===== src/rtl/luma_gain_clip_pipe_if.sv =====
// Stream bundle for luma_gain_clip_pipe: input beat, output beat and clip counter.
// The pipeline is the slave; the sample source / formatter side is the master.
interface luma_gain_clip_pipe_if #(
  parameter int LUMA_W = 8,
  parameter int GAIN_W = 4,
  parameter int OUT_W  = 8,
  parameter int CNT_W  = 16
);
  // Valid/ready: a beat moves on a rising CLK edge where valid && ready are both high.
  // A producer holding valid keeps its payload stable until that edge; ready may
  // change freely and never depends combinationally on the same side's valid.
  logic              IN_VALID;
  logic              IN_READY;
  logic [LUMA_W-1:0] LUMA;
  logic [GAIN_W-1:0] GAIN;
  logic [OUT_W-1:0]  CLIP_MAX;
  logic              OUT_VALID;
  logic              OUT_READY;
  logic [OUT_W-1:0]  PRODUCT;
  logic              CLIPPED;
  logic              CNT_CLR;
  logic [CNT_W-1:0]  CLIP_CNT;

  modport slave (
    input  IN_VALID, LUMA, GAIN, CLIP_MAX, OUT_READY, CNT_CLR,
    output IN_READY, OUT_VALID, PRODUCT, CLIPPED, CLIP_CNT
  );

  modport master (
    output IN_VALID, LUMA, GAIN, CLIP_MAX, OUT_READY, CNT_CLR,
    input  IN_READY, OUT_VALID, PRODUCT, CLIPPED, CLIP_CNT
  );
endinterface


===== src/rtl/luma_gain_clip_pipe.sv =====
// Two-stage luma*gain scaler with runtime saturation ceiling and clip-event counter.
// Optional macro LGC_ROUND_EN selects round-half-up instead of truncation on the shift.
module luma_gain_clip_pipe #(
  parameter int LUMA_W = 8,
  parameter int GAIN_W = 4,
  parameter int FRAC_W = 2,
  parameter int OUT_W  = 8,
  parameter int CNT_W  = 16
) (
  input logic                   CLK,
  input logic                   RST_N,
  luma_gain_clip_pipe_if.slave  bus
);

  localparam int RAW_W = LUMA_W + GAIN_W;
  localparam int SUM_W = RAW_W + 1;
  localparam int CMP_W = (SUM_W > OUT_W) ? SUM_W : OUT_W;

  // Stage 1: raw product and the ceiling captured with the beat
  logic              s1_valid;
  logic [RAW_W-1:0]  s1_raw;
  logic [OUT_W-1:0]  s1_clip_max;

  // Stage 2: output register
  logic              s2_valid;
  logic [OUT_W-1:0]  s2_product;
  logic              s2_clipped;
  logic [CNT_W-1:0]  clip_cnt_q;

  logic              s1_ready;
  logic              s2_ready;
  logic              out_fire;
  logic [SUM_W-1:0]  shifted;
  logic [CMP_W-1:0]  shifted_cmp;
  logic [CMP_W-1:0]  clip_cmp;
  logic              sat;
  logic [OUT_W-1:0]  next_product;

  assign s2_ready = !s2_valid || bus.OUT_READY;
  assign s1_ready = !s1_valid || s2_ready;
  assign out_fire = s2_valid && bus.OUT_READY;

  always_ff @(posedge CLK or negedge RST_N) begin
    if (!RST_N) begin
      s1_valid    <= 1'b0;
      s1_raw      <= '0;
      s1_clip_max <= '0;
    end else if (s1_ready) begin
      s1_valid <= bus.IN_VALID;
      if (bus.IN_VALID) begin
        s1_raw      <= RAW_W'(bus.LUMA) * RAW_W'(bus.GAIN);
        s1_clip_max <= bus.CLIP_MAX;
      end
    end
  end

`ifdef LGC_ROUND_EN
  // (2**FRAC_W)/2 collapses to zero when there are no fractional bits
  localparam logic [SUM_W-1:0] RND_TERM = SUM_W'((2 ** FRAC_W) / 2);
`endif

  always_comb begin
`ifdef LGC_ROUND_EN
    shifted = (SUM_W'(s1_raw) + RND_TERM) >> FRAC_W;
`else
    shifted = SUM_W'(s1_raw) >> FRAC_W;
`endif
    shifted_cmp  = CMP_W'(shifted);
    clip_cmp     = CMP_W'(s1_clip_max);
    sat          = shifted_cmp > clip_cmp;
    next_product = sat ? s1_clip_max : shifted_cmp[OUT_W-1:0];
  end

  always_ff @(posedge CLK or negedge RST_N) begin
    if (!RST_N) begin
      s2_valid   <= 1'b0;
      s2_product <= '0;
      s2_clipped <= 1'b0;
    end else if (s2_ready) begin
      s2_valid <= s1_valid;
      if (s1_valid) begin
        s2_product <= next_product;
        s2_clipped <= sat;
      end
    end
  end

  // Clear wins over a same-cycle increment; the count sticks at all-ones.
  always_ff @(posedge CLK or negedge RST_N) begin
    if (!RST_N) begin
      clip_cnt_q <= '0;
    end else if (bus.CNT_CLR) begin
      clip_cnt_q <= '0;
    end else if (out_fire && s2_clipped && !(&clip_cnt_q)) begin
      clip_cnt_q <= clip_cnt_q + 1'b1;
    end
  end

  assign bus.IN_READY  = s1_ready;
  assign bus.OUT_VALID = s2_valid;
  assign bus.PRODUCT   = s2_product;
  assign bus.CLIPPED   = s2_clipped;
  assign bus.CLIP_CNT  = clip_cnt_q;

endmodule


===== src/flat_wrapper.sv =====
// flat-port wrapper written by rule: the top's interface ports become plain ports
module luma_gain_clip_pipe_flat 
#(
  parameter int LUMA_W = 8,
  parameter int GAIN_W = 4,
  parameter int FRAC_W = 2,
  parameter int OUT_W  = 8,
  parameter int CNT_W  = 16
)
  (CLK, RST_N, bus_IN_VALID, bus_LUMA, bus_GAIN, bus_CLIP_MAX, bus_OUT_READY, bus_CNT_CLR, bus_IN_READY, bus_OUT_VALID, bus_PRODUCT, bus_CLIPPED, bus_CLIP_CNT);
  luma_gain_clip_pipe_if #(.LUMA_W(LUMA_W), .GAIN_W(GAIN_W), .OUT_W(OUT_W), .CNT_W(CNT_W)) bus_i ();
  input logic CLK;
  input logic RST_N;
  input wire logic [$bits(bus_i.IN_VALID)-1:0] bus_IN_VALID;
  input wire logic [$bits(bus_i.LUMA)-1:0] bus_LUMA;
  input wire logic [$bits(bus_i.GAIN)-1:0] bus_GAIN;
  input wire logic [$bits(bus_i.CLIP_MAX)-1:0] bus_CLIP_MAX;
  input wire logic [$bits(bus_i.OUT_READY)-1:0] bus_OUT_READY;
  input wire logic [$bits(bus_i.CNT_CLR)-1:0] bus_CNT_CLR;
  output wire logic [$bits(bus_i.IN_READY)-1:0] bus_IN_READY;
  output wire logic [$bits(bus_i.OUT_VALID)-1:0] bus_OUT_VALID;
  output wire logic [$bits(bus_i.PRODUCT)-1:0] bus_PRODUCT;
  output wire logic [$bits(bus_i.CLIPPED)-1:0] bus_CLIPPED;
  output wire logic [$bits(bus_i.CLIP_CNT)-1:0] bus_CLIP_CNT;
  assign bus_i.IN_VALID = bus_IN_VALID;
  assign bus_i.LUMA = bus_LUMA;
  assign bus_i.GAIN = bus_GAIN;
  assign bus_i.CLIP_MAX = bus_CLIP_MAX;
  assign bus_i.OUT_READY = bus_OUT_READY;
  assign bus_i.CNT_CLR = bus_CNT_CLR;
  assign bus_IN_READY = bus_i.IN_READY;
  assign bus_OUT_VALID = bus_i.OUT_VALID;
  assign bus_PRODUCT = bus_i.PRODUCT;
  assign bus_CLIPPED = bus_i.CLIPPED;
  assign bus_CLIP_CNT = bus_i.CLIP_CNT;
  luma_gain_clip_pipe #(.LUMA_W(LUMA_W), .GAIN_W(GAIN_W), .FRAC_W(FRAC_W), .OUT_W(OUT_W), .CNT_W(CNT_W)) u_core (.CLK(CLK), .RST_N(RST_N), .bus(bus_i));
endmodule

===== config.mk =====
export PLATFORM = sky130hd
export DESIGN_NAME = luma_gain_clip_pipe_flat
export DESIGN_NICKNAME = d
export VERILOG_FILES = /design/src/rtl/luma_gain_clip_pipe_if.sv /design/src/rtl/luma_gain_clip_pipe.sv /design/src/flat_wrapper.sv
export SDC_FILE = /design/constraint.sdc
export NUM_CORES = 1
export LEC_CHECK = 0
export ABC_AREA = 1
export CORE_UTILIZATION = 60
export CTS_BUF_LIST = sky130_fd_sc_hd__clkbuf_4 sky130_fd_sc_hd__clkbuf_8
export CTS_CLUSTER_DIAMETER = 150
export DETAILED_ROUTE_END_ITERATION = 12
export DONT_BUFFER_PORTS = 1
export GPL_TIMING_DRIVEN = 1
export PLACE_DENSITY = 0.76
export SLEW_MARGIN = 40
export SYNTH_ARGS = -nofsm -noshare
export SYNTH_HDL_FRONTEND = slang
export SYNTH_SLANG_ARGS = --single-unit

===== constraint.sdc =====
create_clock -name CLK -period 2.9 [get_ports CLK]
set_clock_uncertainty 0.15 [all_clocks]
set_input_delay 0 -clock CLK [delete_from_list [all_inputs] [get_ports CLK]]
set_output_delay 0 -clock CLK [all_outputs]
set_load 0.01 [all_outputs]

-- Word level (Yosys, flattened, before mapping)
Cells that the tools add are included.
W data, S select, Z words.
- register bits: 47
- bits in latches: 0
- memory bits (writable): 0
- bits in read-only memories: 0
- bits of input ports: 25
- logic and storage cells: 25
- memories kept: 0
- $add $sub $neg: 1
- multipliers: 1
- divide/modulo/power cells: 0
- $lt $le $gt $ge: 1
- equal/unequal tests: 0
- shift-type cells: 0
- muxes and demuxes: 3
- bitwise logic cells: 0
- reduce and logical (&&, ||, !) cells: 12
- operator list (kind ; number):
    $mux W16 ; 2
    $add A16 B1 Y16 const B ; 1
    $reduce_and A16 Y1 ; 1
    $mul A8 B4 Y12 ; 1
    $gt A10 B8 Y1 ; 1
    $mux W8 ; 1
    $reduce_and A2 Y1 ; 2
    $logic_and A1 B1 Y1 ; 3
    $logic_not A1 Y1 ; 3
    $logic_or A1 B1 Y1 ; 2
    $reduce_bool A2 Y1 ; 1

-- Logic depth before layout (Yosys ltp)
Gate-level depths: netlist of run 1.
- depth in word-level cells: 5
- mapped depth: 17
- mapped depth without buffers: 16

-- Worst setup path after synthesis of run 1
No wires, ideal clock.
- path kind: input to register
- from: input port bus_GAIN[3]
- to: register u_core.s1_raw[8]
- setup time: 0.135 ns
- data arrival time: 2.386 ns
- data required time: 2.615 ns
- setup slack: 0.229 ns
- stages on the path: 12
- path buffers: 1
- path through: clkbuf_1 -> nand2_1 -> fa_1 -> inv_1 -> fa_1 -> fa_1 -> nand3_1 -> nand3_1 -> nand2_1 -> nand2_1 -> xnor2_1 -> o21ai_0
- longest elaborated chain between the ends: 1
- ends and longest elaborated chain (element ; RTL line ; source):
    start, declared ; flat_wrapper.sv:16 ; input wire logic [$bits(bus_i.GAIN)-1:0] bus_GAIN;
    $mul A8 B4 Y12 ; luma_gain_clip_pipe.sv:51 ; s1_raw <= RAW_W'(bus.LUMA) * RAW_W'(bus.GAIN);
    end signal, assigned ; luma_gain_clip_pipe.sv:51 ;
    end, declared ; luma_gain_clip_pipe.sv:21 ; logic [RAW_W-1:0] s1_raw;
Every way passes these cells.
A chain may end at the register's enable or synchronous reset.

-- Final worst setup path of run 1
- from: input port bus_GAIN[1]
- to: register u_core.s1_raw[8]
The elaborated chain is that of the path after synthesis.

==> results of run 1 <==
## through the flow
| step | area [um^2] | hold slack (ns) | utilization [%] |
|---|---|---|---|
| 2_1_floorplan | 3370 | -0.446 | - |
| 6_report | 3720 | -0.0124 | 70.5 |
| 3_5_place_dp | 3430 | -0.445 | 65.1 |
| 5_1_grt | 3720 | 0.0193 | 70.5 |
| 4_1_cts | 3720 | 0.00107 | 70.5 |
| 3_3_place_gp | 3430 | -0.445 | 65.1 |
## state kept, by name (all words and copies together), names as in the netlist
name / cells
u_core.bus.CLIPPED: 1
u_core.bus.CLIP_CNT: 16
u_core.bus.OUT_VALID: 1
u_core.bus.PRODUCT: 8
u_core.s1_clip_max: 8
u_core.s1_raw: 10
u_core.s1_valid: 1
## worst max path at each step
stage                 from                            to  depth (start not counted)
2_1_floorplan  bus_GAIN[3]  u_core.s1_raw[8]$_DFFE_PN0P_                         12
3_3_place_gp   bus_LUMA[1]  u_core.s1_raw[7]$_DFFE_PN0P_                         13
3_5_place_dp   bus_LUMA[1]  u_core.s1_raw[7]$_DFFE_PN0P_                         13
4_1_cts        bus_GAIN[1]  u_core.s1_raw[8]$_DFFE_PN0P_                         13
5_1_grt        bus_GAIN[1]  u_core.s1_raw[8]$_DFFE_PN0P_                         13
6_report       bus_GAIN[1]  u_core.s1_raw[8]$_DFFE_PN0P_                         13
## critical path: cells and delay by family
kind,cells,cell delay (ns)
AND/OR/NAND/NOR,5,0.48
adder cells (fa/ha/maj),4,1.23
XOR/XNOR,1,0.15
buffers and inverters,2,0.59
AO/OA/AOI/OAI,1,0.09
## where the power goes
group	switching (W)	leakage, nW	total (W)	internal, W
clock	0.000215	0.0546	0.000470	0.000255
sequential	0.000125	0.579	0.000884	0.000759
combinational	0.000467	1.44	0.000744	0.000277
## cell usage in the layout (no fill, tap or decap), types with 2 or more instances in the layout
| cell type | netlist | routed |
|---|---|---|
| a21oi_1 | 5 | 5 |
| buf_4 | 0 | 2 |
| clkbuf_8 | 0 | 5 |
| clkinv_1 | 2 | 2 |
| dfrtp_1 | 45 | 45 |
| dlygate4sd3_1 | 0 | 15 |
| fa_1 | 12 | 12 |
| ha_1 | 24 | 24 |
| inv_1 | 82 | 82 |
| nand2_1 | 161 | 161 |
| nand3_1 | 43 | 43 |
| nand3_2 | 2 | 2 |
| nand4_1 | 6 | 6 |
| nor2_1 | 26 | 26 |
| o21ai_0 | 26 | 26 |
| o31ai_1 | 3 | 3 |
| xnor2_1 | 6 | 6 |
| xor2_1 | 7 | 7 |
## final cells by class
cell class / count / area share, %
timing repair buffer: 18 / 5.18
clock inverter: 2 / 1.04
tap: 70 / 2.36
clock buffer: 5 / 1.85
sequential: 45 / 30.3
inverter: 84 / 8.48
multi-input combinational: 329 / 50.8
## cell families after synthesis
logic type | count (synthesis)
DFF | 45
buffers and inverters | 92
xor gates and xnor gates | 13
AOI/OAI and AO/OA | 36
adders and majority gates | 36
and+or+nand+nor | 244
## per-layer routing
layer	part of all wire [%]	up-vias	wire, um	global-route usage, %
li1	-	1474	-	-
met1	44	1373	3110	31.9
met2	49	84	3430	44.5
met3	5.5	13	389	5.48
met4	1.6	0	111	10.8
met5	0	-	0	0
==> metrics, run 1 <==
worst-margin pin slew 0.480 ns; Nets 544; CP arrival 2.54 ns; pin count of the biggest net entering global routing 46; non-filler instance count after layout 553; Post-synth EDFFs 0; max-cap violations 0; post_cts resized 0; r2r endpoint u_core.bus.PRODUCT[5]$_DFFE_PN0P_; main area contributors after synthesis dfrtp_1 33%, nand2_1 18%, inv_1 9.1%; CTS clk-pin slew, worst paths 0.09 ns; worst skew pair latency 0.29 ns; setup TNS 0 ns; Tot Pwr 0.00210 W; Compound-Gate Fraction of Synth Area 5.98%; CTS tree done; Yosys top cell by area dfrtp_1; DR WL/cell 12.7 um; P per Cell Area 564 mW/mm^2; ys flop type dfrtp_1; DR vias 2944; router iterations before antenna repair 4; PortBufs 0; I/O pin count 52; worst-path cell chain dlygate4sd3_1 -> nand2_1 -> inv_1 -> ha_1 -> ha_1 -> ha_1 -> fa_1 -> nand3_1 -> nand3_1 -> nand2_1 -> nand2_1 -> xnor2_1 -> o21ai_0; antenna diode count 0; Adder-Cell Fraction of Synth Area 16.0%; Detail Placement HPWL 5360 um; initial cell density of the core 63.9%; Leak Pwr 2.07 nW; Hold Fails Final Rpt 1; Max clock buf depth 2; endpoints failing setup 0; Synthesis Warnings 0; VDD IR max 0.362 mV; most common cell in the netlist nand2_1; area occupied by multi-input gates 0.00189 mm^2; die width 76.9 um; slowest cell on the critical path dlygate4sd3_1; Yosys cell types 26; pre-CTS WS 0.298 ns; die area 0.00592 mm^2; commonest cells in the netlist 161 x nand2_1, 82 x inv_1, 45 x dfrtp_1, 43 x nand3_1; clk root buf clkbuf_8; post-synthesis mux area share 0%; Hold Buf Count CTS 16; first-pass GRT wire length 12400 um; Crit Reg-Reg Startpoint u_core.s1_clip_max[7]$_DFFE_PN0P_; Max Transition Viols Final 0; violated checks negative hold slack; post-CTS setup repair buffer count 0; Net Count, Synth 527; Slew HR 67.8%; 1st-iter DRT viols 145; worst reg2reg path depth 9; Routed Antenna Nets 0; Synth Area in XOR/XNOR 3.38%; share of layout cells above drive strength 1 3.52%; total CTS buffers 5; CP max stage delay 0.55 ns; Tcrit/Tclk final 86.8%; die outline height 76.9 um; Max Freq 397 MHz; Yosys top cell area share 33.4%; Fill cells 451; global route overflow 0; fin crit period 2.52 ns; Post-Syn Instances 466; Crit. End Element flop; Hold WS -0.0124 ns; Synth Area in Simple Gates 30.6%; Yosys reg bits 45; hold path start bus_LUMA[1]; startpoint types input pin; number of global-route vias before repair 2886; Tightest Hold Check Type input pin to flop; GP Congestion 0.916; DRT Wirelength 7040 um; Worst Hold Depth 5; hold path endpoint u_core.s1_raw[2]$_DFFE_PN0P_; Avg Inst Size Synth 7.23 um^2; main combinational cell family by area after synthesis simple AND/OR/NAND/NOR gates; CP Data Required Time 2.92 ns; status finished with violations; row cnt 26; DRC 0; worst setup margin 0.383 ns; H-tree depth 2; asr flop ratio synth 100%; Layout area overhead 10.4%; CP Class input pin to flop; Post-Synthesis Cell Area 0.00337 mm^2; initial antenna violation count 0; RSZ-0062 raised after global routing no; Placed Instances 530; Num Clock Sinks 45; proportion of synthesized chip area in sequential cells 33.4%; GRT Util Overall 26.1%; R2R Setup Slk 0.75 ns; Core Region 0.00527 mm^2; via/cell ratio 5.32; crit-path max FO 7; Seq. cell area 0.00113 mm^2
(Power assumes the default switching activity.)
==> run 2: changes to the inputs <==
--- a/config.mk
+++ b/config.mk
@@ -8,3 +8,3 @@
 export ABC_AREA = 1
-export CORE_UTILIZATION = 60
+export CORE_UTILIZATION = 55
 export CTS_BUF_LIST = sky130_fd_sc_hd__clkbuf_4 sky130_fd_sc_hd__clkbuf_8
@@ -14,3 +14,3 @@
 export GPL_TIMING_DRIVEN = 1
-export PLACE_DENSITY = 0.76
+export PLACE_DENSITY = 0.7
 export SLEW_MARGIN = 40
==> constraint.sdc (replaced) <==
create_clock -name CLK -period 2.9 [get_ports CLK]
set_clock_uncertainty 0.15 [all_clocks]
set_input_delay 0.58 -clock CLK [delete_from_list [all_inputs] [get_ports CLK]]
set_output_delay 0.58 -clock CLK [all_outputs]
set_load 0.01 [all_outputs]
==> run 2 against run 1 <==
Effect of this change: the run now ends clean; critical path depth grew 1; die area up 8.8%; setup slack lost 0.11 ns; global-route usage decreased by 1.9 points; via count down 3.8%; final area is 1.0% lower; sequential power hardly changed; non-clock buffer count shrank 11; fmax fell by 4.2%; combinational power increased by 7.8%; largest cell class unchanged; largest power group unchanged; highest routed layer unchanged.
==> metrics, run 2 (synthesized netlist as in run 1, its figures left out) <==
DRT Wirelength 6990 um; Routed Antenna Nets 0; via/cell ratio 5.17; row cnt 28; Crit. End Element flop; DRC 0; post_cts resized 0; RSZ-0062 raised after global routing no; GRT Util Overall 24.2%; crit-path max FO 7; DR WL met2 3400 um; Max clock buf depth 2; endpoints failing setup 0; number of global-route vias before repair 2725; Met1 Wirelength 3230 um; CP Class input pin to flop; fin crit period 2.63 ns; Leak Pwr 2.03 nW; antenna diode count 0; Slew HR 60.9%; Hold Fails Final Rpt 0; worst-margin pin slew 0.583 ns; VDD IR max 0.359 mV; I/O pin count 52; met3 wire length 278 um; max reg flops 16; 1st-iter DRT viols 112; initial cell density of the core 56.9%; DR vias 2833; status finished clean; DR WL/cell 12.8 um; Num Clock Sinks 45; PortBufs 0; Seq pwr share 42.1%; max-cap violations 0; internal power 0.00125 W; commonest non-fill, non-tap cells in the layout 157 x nand2_1, 78 x inv_1, 45 x dfrtp_1, 40 x nand3_1, 25 x nor2_1; Switching Power 0.000846 W; sw frac 40.4%; GP Congestion 0.877; Max Transition Viols Final 0; Placed Instances 538; Max Freq 381 MHz; Tightest Hold Check Type input pin to flop; Hold Buf Count CTS 2; initial antenna violation count 0; router iterations before antenna repair 4; clk root buf clkbuf_8; share of layout cells above drive strength 1 8.46%; Comb power frac 38.2%; CP Data Required Time 2.97 ns; pin count of the biggest net entering global routing 46; CTS clk-pin slew, worst paths 0.10 ns; die width 80.3 um; Tot Pwr 0.00210 W; non-filler instance count after layout 548; startpoint types input pin; post-CTS setup repair buffer count 0; H-tree depth 2; worst setup margin 0.272 ns; top layer in use met4; Nets 533; Clock power frac 19.7%; Tcrit/Tclk final 90.6%; CTS tree done; first-pass GRT wire length 12100 um; die area 0.00644 mm^2; commonest non-fill, non-tap cell in the layout nand2_1; die outline height 80.3 um; Layout area overhead 9.25%; Detail Placement HPWL 5380 um; Core Region 0.00592 mm^2; global route overflow 0; pre-CTS WS -0.0732 ns; CP arrival 2.70 ns; worst skew pair latency 0.30 ns; total CTS buffers 5; P per Cell Area 570 mW/mm^2
run 2: cell types whose count changed in the layout (fill, tap and decap cells not counted), sizes merged:
cell,before,now
clkinv,2,3
clkinvlp,0,1
dlygate4sd3,15,1
bufinv,1,0
buf,3,6
run 2: final cells by class:
class,count,area (um^2)
fillers,540,2240
multi-input cells,329,1980
flip-flops and latches,45,1130
clock inverters,3,25.0
inverters,84,315
well taps,75,93.8
clock buffers,5,68.8
repair buffers,7,75.1
run 2: path summary, 6_finish.rpt:
check / startpoint / to / slack (ns) / cells after the start
max: bus_GAIN[1] / u_core.s1_raw[9]$_DFFE_PN0P_ / 0.27 / 14
min: bus_CNT_CLR / u_core.bus.CLIP_CNT[0]$_DFFE_PN0P_ / 0.18 / 1
max reg2reg: u_core.bus.OUT_VALID$_DFFE_PN0P_ / u_core.s1_raw[9]$_DFFE_PN0P_ / 0.71 / 6
min reg2reg: u_core.s1_raw[11]$_DFFE_PN0P_ / u_core.s1_raw[11]$_DFFE_PN0P_ / 0.37 / 2
max in group asynchronous: RST_N / u_core.bus.CLIP_CNT[11]$_DFFE_PN0P_ / 1.74 / 2
min in group asynchronous: RST_N / u_core.bus.OUT_VALID$_DFFE_PN0P_ / 0.65 / 2
run 2: routing by layer:
| layer | up-vias | global-route usage [%] |
|---|---|---|
| met2 | 53 | 42.4 |
| met5 | - | 0 |
| met1 | 1318 | 30.6 |
| met3 | 8 | 3.75 |
| met4 | 0 | 6.96 |
| li1 | 1454 | - |
run 2: stage by stage:
step           hold WS, ns  area (um^2)  TNS (ns)  util, %
2_1_floorplan        0.134         3480   -0.0139        -
3_3_place_gp         0.135         3550    -0.109     59.9
3_5_place_dp         0.135         3550    -0.191     59.9
4_1_cts              0.174         3680         0     62.2
5_1_grt              0.165         3680         0     62.2
6_report             0.180         3680         0     62.2
run 2: power by group through the flow:
stage / sequential [W] / combinational, W / clock, W
after floorplan: 0.000871 / 0.000626 / 0
after global placement: 0.000893 / 0.000760 / 0
after detailed placement: 0.000896 / 0.000780 / 0
after CTS: 0.000884 / 0.000808 / 0.000422
after global routing: 0.000901 / 0.000945 / 0.000446
final: 0.000882 / 0.000802 / 0.000412
run 2: worst max-delay path: stages:
cell	delay, ns
nand2_1	0.04
inv_1	0.05
fa_1	0.52
inv_1	0.05
fa_1	0.49
inv_2	0.05
ha_4	0.23
a21oi_2	0.17
nor2_1	0.07
nor2_1	0.14
nand2_1	0.07
nand2_1	0.06
nand3_1	0.09
o21ai_1	0.10
==> run 3: changes to the inputs <==
RECOVER_POWER = 100   (was not set)
==> run 3 against run 2 <==
Effect of this change: routed wire length rose by 0.42%; setup slack got worse by 0.074 ns; fmax fell by 2.8%; utilization fell by 0.87 points; combinational power fell by 2%; final area fell by 1.4%; highest routed layer unchanged.
==> metrics, run 3 (synthesized netlist as in run 1, its figures left out) <==
die area 0.00644 mm^2; fin crit period 2.70 ns; initial antenna violation count 0; total CTS buffers 5; die outline height 80.3 um; Core Region 0.00592 mm^2; worst reg2reg path depth 6; I/O pin count 52; Tcrit/Tclk final 93.2%; DRT Wirelength 7020 um; PortBufs 0; R2R Setup Slk 0.40 ns; setup TNS 0 ns; 1st-iter DRT viols 120; post-route cell area 0.00363 mm^2; Max Freq 370 MHz; RSZ-0062 raised after global routing no; sw frac 40.5%; CP Data Required Time 2.93 ns; r2r endpoint u_core.s1_raw[9]$_DFFE_PN0P_; GRT Util Overall 24.2%; via/cell ratio 5.18; P per Cell Area 575 mW/mm^2; commonest non-fill, non-tap cell in the layout nand2_1; Placed Instances 538; first-pass GRT wire length 12100 um; internal power 0.00124 W; non-filler instance count after layout 548; GP Congestion 0.877; worst-margin pin slew 1.12 ns; Leak Pwr 2.01 nW; Clock power frac 19.9%; DRC 0; Max Transition Viols Final 0; row cnt 28; CP Class input pin to flop; Nets 533; Seq. cell area 0.00113 mm^2; Comb power frac 37.7%; Layout area overhead 7.73%; global route overflow 0; Routed Antenna Nets 0; antenna diode count 0; startpoint types input pin; CTS clk-pin slew, worst paths 0.10 ns; area occupied by multi-input gates 0.00195 mm^2; max reg flops 16; pin count of the biggest net entering global routing 46; status finished clean; crit path to u_core.s1_raw[8]$_DFFE_PN0P_; router iterations before antenna repair 4; die width 80.3 um; Finished Core Util 61.3%; share of layout cells above drive strength 1 6.98%; Hold Fails Final Rpt 0; crit-path max FO 3; endpoints failing setup 0; clk root buf clkbuf_8; Crit. End Element flop; Max clock buf depth 2; initial cell density of the core 56.9%; worst skew pair latency 0.30 ns; Detail Placement HPWL 5380 um; Seq pwr share 42.3%; CP arrival 2.73 ns; Crit Reg-Reg Startpoint u_core.bus.OUT_VALID$_DFFE_PN0P_; H-tree depth 2; DR vias 2838; commonest non-fill, non-tap cells in the layout 158 x nand2_1, 79 x inv_1, 45 x dfrtp_1, 42 x nand3_1, 26 x nor2_1; post_cts resized 0; Num Clock Sinks 45; Switching Power 0.000845 W; VDD IR max 0.356 mV; Fill cells 549; CTS tree done; Tightest Hold Check Type input pin to flop; max-cap violations 0; Slew HR 25.4%; CP startpoint bus_LUMA[0]; post-CTS setup repair buffer count 0; DR WL/cell 12.8 um; number of global-route vias before repair 2725; dpl cell area 0.00355 mm^2
## run 3: changes by cell type in the layout (fill, tap and decap cells not counted), sizes merged
cell / change
clkbuf: +2
buf: -2
## run 3: stage by stage
step / setup WS, ns / total power, W / hold WS, ns
finish: 0.198 / 0.00208 / 0.177
detailed placement: -0.0732 / 0.00168 / 0.135
global route: 0.0478 / 0.00228 / 0.165
floorplan: -0.0139 / 0.00150 / 0.134
CTS: 0.252 / 0.00211 / 0.174
global placement: -0.0641 / 0.00165 / 0.135
## run 3: critical path: stages
cell     delay (ns)
nand2_1        0.06
fa_1           0.53
inv_1          0.05
fa_1           0.48
fa_1           0.42
nand3_2        0.09
nand3_2        0.10
nand2_1        0.07
nand2_1        0.05
xnor2_1        0.20
o21ai_0        0.10
## run 3: worst min-delay path by stage
stage	from	slack [ns]	depth (start not counted)	to
3_3_place_gp	RST_N	0.14	0	u_core.bus.CLIP_CNT[3]$_DFFE_PN0P_
2_1_floorplan	RST_N	0.13	0	u_core.bus.CLIPPED$_DFFE_PN0P_
6_report	bus_CNT_CLR	0.18	1	u_core.bus.CLIP_CNT[0]$_DFFE_PN0P_
3_5_place_dp	RST_N	0.14	0	u_core.bus.CLIP_CNT[3]$_DFFE_PN0P_
4_1_cts	bus_CNT_CLR	0.17	1	u_core.bus.CLIP_CNT[0]$_DFFE_PN0P_
5_1_grt	bus_CNT_CLR	0.16	1	u_core.bus.CLIP_CNT[0]$_DFFE_PN0P_
## run 3: area by class of cell
cell class / count / share of cell area, %
clock buffer: 5 / 1.90
timing repair buffer: 7 / 1.34
sequential: 45 / 31.0
multi-input combinational: 329 / 53.8
clock inverter: 3 / 0.690
inverter: 84 / 8.69
tap: 75 / 2.59
## run 3: per-layer routing
layer  vias up  track usage, %  share of wire (%)
met4         0            6.96                1.3
li1       1459               -                  -
met1      1317            30.6                 47
met3         8            3.75                3.7
met2        54            42.4                 48
met5         -               0                  0
## run 3: power by group through the flow
stage	combinational, W	sequential [W]	clock (W)
2_1_floorplan	0.000626	0.000871	0
6_report	0.000786	0.000883	0.000416
3_3_place_gp	0.000760	0.000893	0
4_1_cts	0.000808	0.000884	0.000422
5_1_grt	0.000929	0.000901	0.000446
3_5_place_dp	0.000780	0.000896	0
## run 3: what timing repair did
| action | 4_1_cts | 5_1_grt |
|---|---|---|
| hold buffers | 2 | 0 |
| setup endpoints to repair | 0 | 0 |
| hold endpoints to repair | 45 | 0 |
